## config.mk

```make
export PLATFORM = sky130hd
export DESIGN_NAME = muldiv_unit
export DESIGN_NICKNAME = d
export VERILOG_FILES = /design/src/rtl/muldiv_unit.sv
export SDC_FILE = /design/constraint.sdc
export NUM_CORES = 1
export LEC_CHECK = 0
export CORE_AREA = 4 4 217 219
export DETAILED_ROUTE_END_ITERATION = 10
export DIE_AREA = 0 0 221 223
export PLACE_DENSITY = 0.63
export RECOVER_POWER = 50
export SYNTH_ARGS = -nofsm -noshare
export SYNTH_HDL_FRONTEND = slang
export SYNTH_SLANG_ARGS = --single-unit
```

## constraint.sdc

```tcl
create_clock -name cpu_clk_50M -period 4.8 [get_ports cpu_clk_50M]
set_clock_uncertainty 0.15 [all_clocks]
set_input_delay 1.44 -clock cpu_clk_50M [delete_from_list [all_inputs] [get_ports cpu_clk_50M]]
set_output_delay 1.44 -clock cpu_clk_50M [all_outputs]
set_load 0.01 [all_outputs]
```

## src/rtl/muldiv_unit.sv

```systemverilog
// Radix-2 serial MULT/MULTU/DIV/DIVU engine feeding the HI/LO register file.
// Define MULDIV_FAST_MUL_EN for a single-cycle multiplier; divides stay serial.
module muldiv_unit #(
  parameter int unsigned WIDTH = 32
) (
  input  logic             cpu_clk_50M,
  input  logic             cpu_rst_n,
  input  logic             start,
  input  logic [1:0]       op,
  input  logic [WIDTH-1:0] src1,
  input  logic [WIDTH-1:0] src2,
  input  logic             cancel,
  output logic             busy,
  output logic             done,
  output logic             we,
  output logic [WIDTH-1:0] hi_o,
  output logic [WIDTH-1:0] lo_o
);

  localparam int unsigned CW = (WIDTH > 1) ? $clog2(WIDTH) : 1;

  localparam logic [1:0] S_IDLE = 2'd0;
  localparam logic [1:0] S_CALC = 2'd1;
  localparam logic [1:0] S_DONE = 2'd2;

  logic [1:0]         state_q, state_d;
  logic [CW-1:0]      cnt_q,   cnt_d;
  logic               div_q,   div_d;
  logic               s1_q,    s1_d;
  logic               s2_q,    s2_d;
  logic [WIDTH-1:0]   b_q,     b_d;
  logic [2*WIDTH-1:0] acc_q,   acc_d;
  logic [2*WIDTH-1:0] res_q,   res_d;
  logic [2*WIDTH-1:0] com_q,   com_d;

  logic               neg1, neg2;
  logic [WIDTH-1:0]   mag1, mag2;
  logic [WIDTH:0]     msum;
  logic [WIDTH:0]     rsh;
  logic [WIDTH+1:0]   diff;
  logic [2*WIDTH-1:0] step_acc;
`ifdef MULDIV_FAST_MUL_EN
  logic [2*WIDTH-1:0] prod;
`endif

  // Magnitude result -> signed result; divide-by-zero forces an all-ones quotient.
  function automatic logic [2*WIDTH-1:0] fixup(input logic is_div, input logic n1,
                                               input logic n2, input logic bz,
                                               input logic [2*WIDTH-1:0] r);
    logic [WIDTH-1:0] q;
    logic [WIDTH-1:0] rm;
    if (!is_div) begin
      return (n1 ^ n2) ? -r : r;
    end
    q  = r[WIDTH-1:0];
    rm = r[2*WIDTH-1:WIDTH];
    if (n1 ^ n2) q = -q;
    if (n1)      rm = -rm;
    if (bz)      q = '1;
    return {rm, q};
  endfunction

  always_comb begin
    neg1 = ~op[0] & src1[WIDTH-1];
    neg2 = ~op[0] & src2[WIDTH-1];
    mag1 = neg1 ? -src1 : src1;
    mag2 = neg2 ? -src2 : src2;

    msum = {1'b0, acc_q[2*WIDTH-1:WIDTH]} + (acc_q[0] ? {1'b0, b_q} : '0);
    rsh  = acc_q[2*WIDTH-1:WIDTH-1];
    diff = {1'b0, rsh} - {2'b0, b_q};
    if (div_q) begin
      step_acc = diff[WIDTH+1] ? {rsh[WIDTH-1:0], acc_q[WIDTH-2:0], 1'b0}
                               : {diff[WIDTH-1:0], acc_q[WIDTH-2:0], 1'b1};
    end else begin
      step_acc = {msum, acc_q[WIDTH-1:1]};
    end
`ifdef MULDIV_FAST_MUL_EN
    prod = {{WIDTH{1'b0}}, mag1} * {{WIDTH{1'b0}}, mag2};
`endif

    state_d = state_q;
    cnt_d   = cnt_q;
    div_d   = div_q;
    s1_d    = s1_q;
    s2_d    = s2_q;
    b_d     = b_q;
    acc_d   = acc_q;
    res_d   = res_q;
    com_d   = com_q;

    case (state_q)
      S_IDLE: begin
        if (start && !cancel) begin
          div_d   = op[1];
          s1_d    = neg1;
          s2_d    = neg2;
          cnt_d   = CW'(WIDTH - 1);
          state_d = S_CALC;
          // mul: multiplier shifts out of acc low half; div: dividend shifts into remainder
          b_d     = op[1] ? mag2 : mag1;
          acc_d   = op[1] ? {{WIDTH{1'b0}}, mag1} : {{WIDTH{1'b0}}, mag2};
`ifdef MULDIV_FAST_MUL_EN
          if (!op[1]) begin
            res_d   = fixup(1'b0, neg1, neg2, 1'b0, prod);
            state_d = S_DONE;
          end
`endif
        end
      end
      S_CALC: begin
        if (cancel) begin
          state_d = S_IDLE;
        end else begin
          acc_d = step_acc;
          if (cnt_q == '0) begin
            res_d   = fixup(div_q, s1_q, s2_q, b_q == '0, step_acc);
            state_d = S_DONE;
          end else begin
            cnt_d = cnt_q - 1'b1;
          end
        end
      end
      S_DONE: begin
        state_d = S_IDLE;
        if (!cancel) com_d = res_q;
      end
      default: state_d = S_IDLE;
    endcase
  end

  always_ff @(posedge cpu_clk_50M or negedge cpu_rst_n) begin
    if (!cpu_rst_n) begin
      state_q <= S_IDLE;
      cnt_q   <= '0;
      div_q   <= 1'b0;
      s1_q    <= 1'b0;
      s2_q    <= 1'b0;
      b_q     <= '0;
      acc_q   <= '0;
      res_q   <= '0;
      com_q   <= '0;
    end else begin
      state_q <= state_d;
      cnt_q   <= cnt_d;
      div_q   <= div_d;
      s1_q    <= s1_d;
      s2_q    <= s2_d;
      b_q     <= b_d;
      acc_q   <= acc_d;
      res_q   <= res_d;
      com_q   <= com_d;
    end
  end

  // A cancelled DONE shows the last committed result, never the abandoned one.
  assign busy = (state_q != S_IDLE);
  assign done = (state_q == S_DONE) && !cancel;
  assign we   = done;
  assign hi_o = done ? res_q[2*WIDTH-1:WIDTH] : com_q[2*WIDTH-1:WIDTH];
  assign lo_o = done ? res_q[WIDTH-1:0]       : com_q[WIDTH-1:0];

endmodule

```

==> results.toml <==
[clocking]
clockBufferDepth = 3
cts_tree = "yes"
cts.root.buffer_cell = "clkbuf_16"
path_clk_slew_ps = 60
htreeDepth = 1
cts_made_buffers = 26
insertion_delay_ps = 570
clock-sinks = 234
hold_buffers = 0

[yosys]
yosysWarnings = 0
yosysSeqAreaShare_pct = 32.7
synth.avg_cell_area_um2 = 8.23
syn-num-nets = 2317
synth_edf_count = 0
synth_cell_types = 91
synth-main-ff-cell = "dfrtp_1"
netlist_top_cells_area = "dfrtp_1 (33%), a21oi_1 (5.9%), ha_1 (4.9%), o21ai_0 (4.9%), mux2_2 (4.7%)"
synthMuxAreaShare_pct = 7.18
synth_compound_area_share_pct = 23.0
synth_xor_area_share_pct = 7.48
yosysTopAreaCell = "dfrtp_1"
synth_top_family_by_area = "compound AO/OA/AOI/OAI gates"
synth_cells = 2175
synthArstFlopShare_pct = 100
ys_ff_latch = 234
yosys.area.top_type_share_pct = 32.7
synth-simple-area-share_pct = 20.1
synth_fa_ha_area_share_pct = 5.11
syn-cell-area_um2 = 17900

[power_and_ir_drop]
clkPwrFrac_pct = 18.5
p_seq_share_pct = 21.7
p_leak_nw = 10.2
p_switching_w = 0.00526
ir_worst_vdd_mv = 0.316
internal_power_w = 0.00646
power_density_nw_per_um2 = 521
p_comb_share_pct = 59.7
sw_frac_of_total_pct = 44.9

[detailed_routing]
wl_per_cell_um = 21.1
vias = 17858
route.detailed.drc = 0
drt_iter0_drc = 1586
via_per_inst = 5.76
ant_nets = 0
drt_wl_total_mm = 65.5
drtPass1Iterations = 6

[outcome]
violations = "max-capacitance violations, max-slew violations"
status = "finished with violations"

[finish]
seq_area_um2 = 5860
multiInputGateArea_um2 = 11400
syn_to_final_growth_pct = 25.7
final_common_cell = "buf_4"
final_cell_mix = "buf_4 (256), dfrtp_1 (233), nand2_1 (222)"
nNetsFinal = 2620
drive_gt1_share_pct = 17.6
layout.cells.non_filler = 3099
nFillCells = 4442

[worst_hold_path]
hp-class = "reg2reg"
min_from = "res_q[62]"

[sta]
post-route-min-period_ps = 4710
min_period_over_period_pct = 98.0
rsz0062_at_grt = "yes"
fmax_mhz = 213
setup_tns_ps = 0
worst_pin_slew_ps = 2670
hold_viol_final = 0
finalSetupViolations = 0
timing.slew.headroom_pct = -77.7
maxSlewViolCount = 97

[floorplan]
dieWidth_um = 221
die_h_um = 223
fp.coreArea_um2 = 45100
io_pins = 137
dieArea_um2 = 49300
rows = 78
initial_core_util_pct = 39.7

[flow_run]
drv_cap = 1

[worst_setup_path]
cp_slowest_cell = "clkdlybuf4s50_1"
crit_start = "cancel"
worstPathRequired_ps = 3210
regToRegStartpoint = "acc_q[0]"
worstPathMaxFanout = 34
arrival_ps = 3120
start_kind = "input pin"
end_kind = "output pin"
cp_cell_sequence = "clkdlybuf4s50_1 -> nor3b_2 -> buf_4 -> buf_12 -> mux2_2 -> dlygate4sd2_1"
critical_path_class = "in2out"
max_stage_delay_ps = 440

[placed_design]
port_buffers = 136
place_congestion = 0.963
place.detailed.hpwl_mm = 51.8
placed_cells = 3050

[global_routing]
grt_max_degree = 98
grt_pass1_wl_mm = 101
grt_usage_pct = 25.6
antenna_found_initial = 3
overflow = 0
grt_pass1_vias = 17896
power by group through the flow:
stage | sequential [W] | clock [W] | combinational, W
finish | 0.00254 | 0.00217 | 0.00700
global route | 0.00257 | 0.00228 | 0.00757
CTS | 0.00253 | 0.00220 | 0.00684
detailed placement | 0.00257 | 0 | 0.00680
global placement | 0.00256 | 0 | 0.00673
floorplan | 0.00246 | 0 | 0.00398
path summary, 6_finish.rpt:
kind                                   to  slack, ps  depth (start not counted)
max in group asynchronous           div_q       1030                          1
worst max-delay path              lo_o[8]         90                          6
worst min register to register  res_q[62]        320                          2
worst min-delay path            res_q[62]        320                          2
worst max register to register  res_q[63]        100                         16
min in group asynchronous         b_q[30]       1550                          1
state kept, by name (all words and copies together) (netlist names):
signal	cells
acc_q	64
b_q	32
cnt_q	5
com_q	64
div_q	1
res_q	64
s1_q	1
s2_q	1
state_q	2
worst max-delay path: cells and delay by family:
kind | cells | cell delay [ps]
muxes | 1 | 380
buffers and inverters | 4 | 1100
and+or+nand+nor | 1 | 170
metrics by stage:
step	setup slack [ps]	util [%]	instance area, µm²	hold slack (ps)	power, W
after floorplan	312	-	17900	294	0.00644
after global placement	-186	47.8	21600	321	0.00930
after detailed placement	-280	47.8	21600	318	0.00937
after CTS	31.3	49.7	22400	333	0.0116
after global routing	-27.0	49.9	22500	356	0.0124
final	94.2	49.9	22500	325	0.0117
synthesized netlist by cell type (44+ instances only):
cell,instances
a21oi_1,212
and2_1,44
clkbuf_1,90
dfrtp_1,234
ha_1,70
inv_1,69
mux2_2,75
nand2_1,224
nand3_1,45
nor2_1,201
nor3_1,60
o21ai_0,174
xnor2_1,88
xor2_1,65
kinds of logic (layout without fill, tap and decap cells):
| family | Yosys count | in the layout |
|---|---|---|
| multiplexers | 119 | 119 |
| XOR/XNOR | 153 | 153 |
| buffers and inverters | 197 | 520 |
| AO/OA/AOI/OAI | 658 | 658 |
| adder cells (fa/ha/maj) | 72 | 72 |
| AND/OR/NAND/NOR | 742 | 742 |
| other | 0 | 1 |
| flip-flops | 234 | 234 |
routing by layer:
metal,up-vias,wire [µm],track usage (%)
li1,8481,-,-
met1,8515,26500,32.0
met2,676,31300,44.0
met3,184,3940,3.50
met4,2,3730,12.1
met5,-,15,0
cell type report:
class | instances | area share [%]
clock inverter | 17 | 1.07
antenna | 1 | 0.0111
inverter | 70 | 1.17
clock buffer | 31 | 3.06
multi-input combinational | 1744 | 50.6
tap | 600 | 3.34
sequential | 234 | 26.0
timing repair buffer | 402 | 14.7
what timing repair did:
action,in CTS,in global routing
setup buffers,0,0
gates resized for setup,66,24
pin swaps,0,1
setup endpoints to repair,66,21
Power figures use the tool's default switching activity.
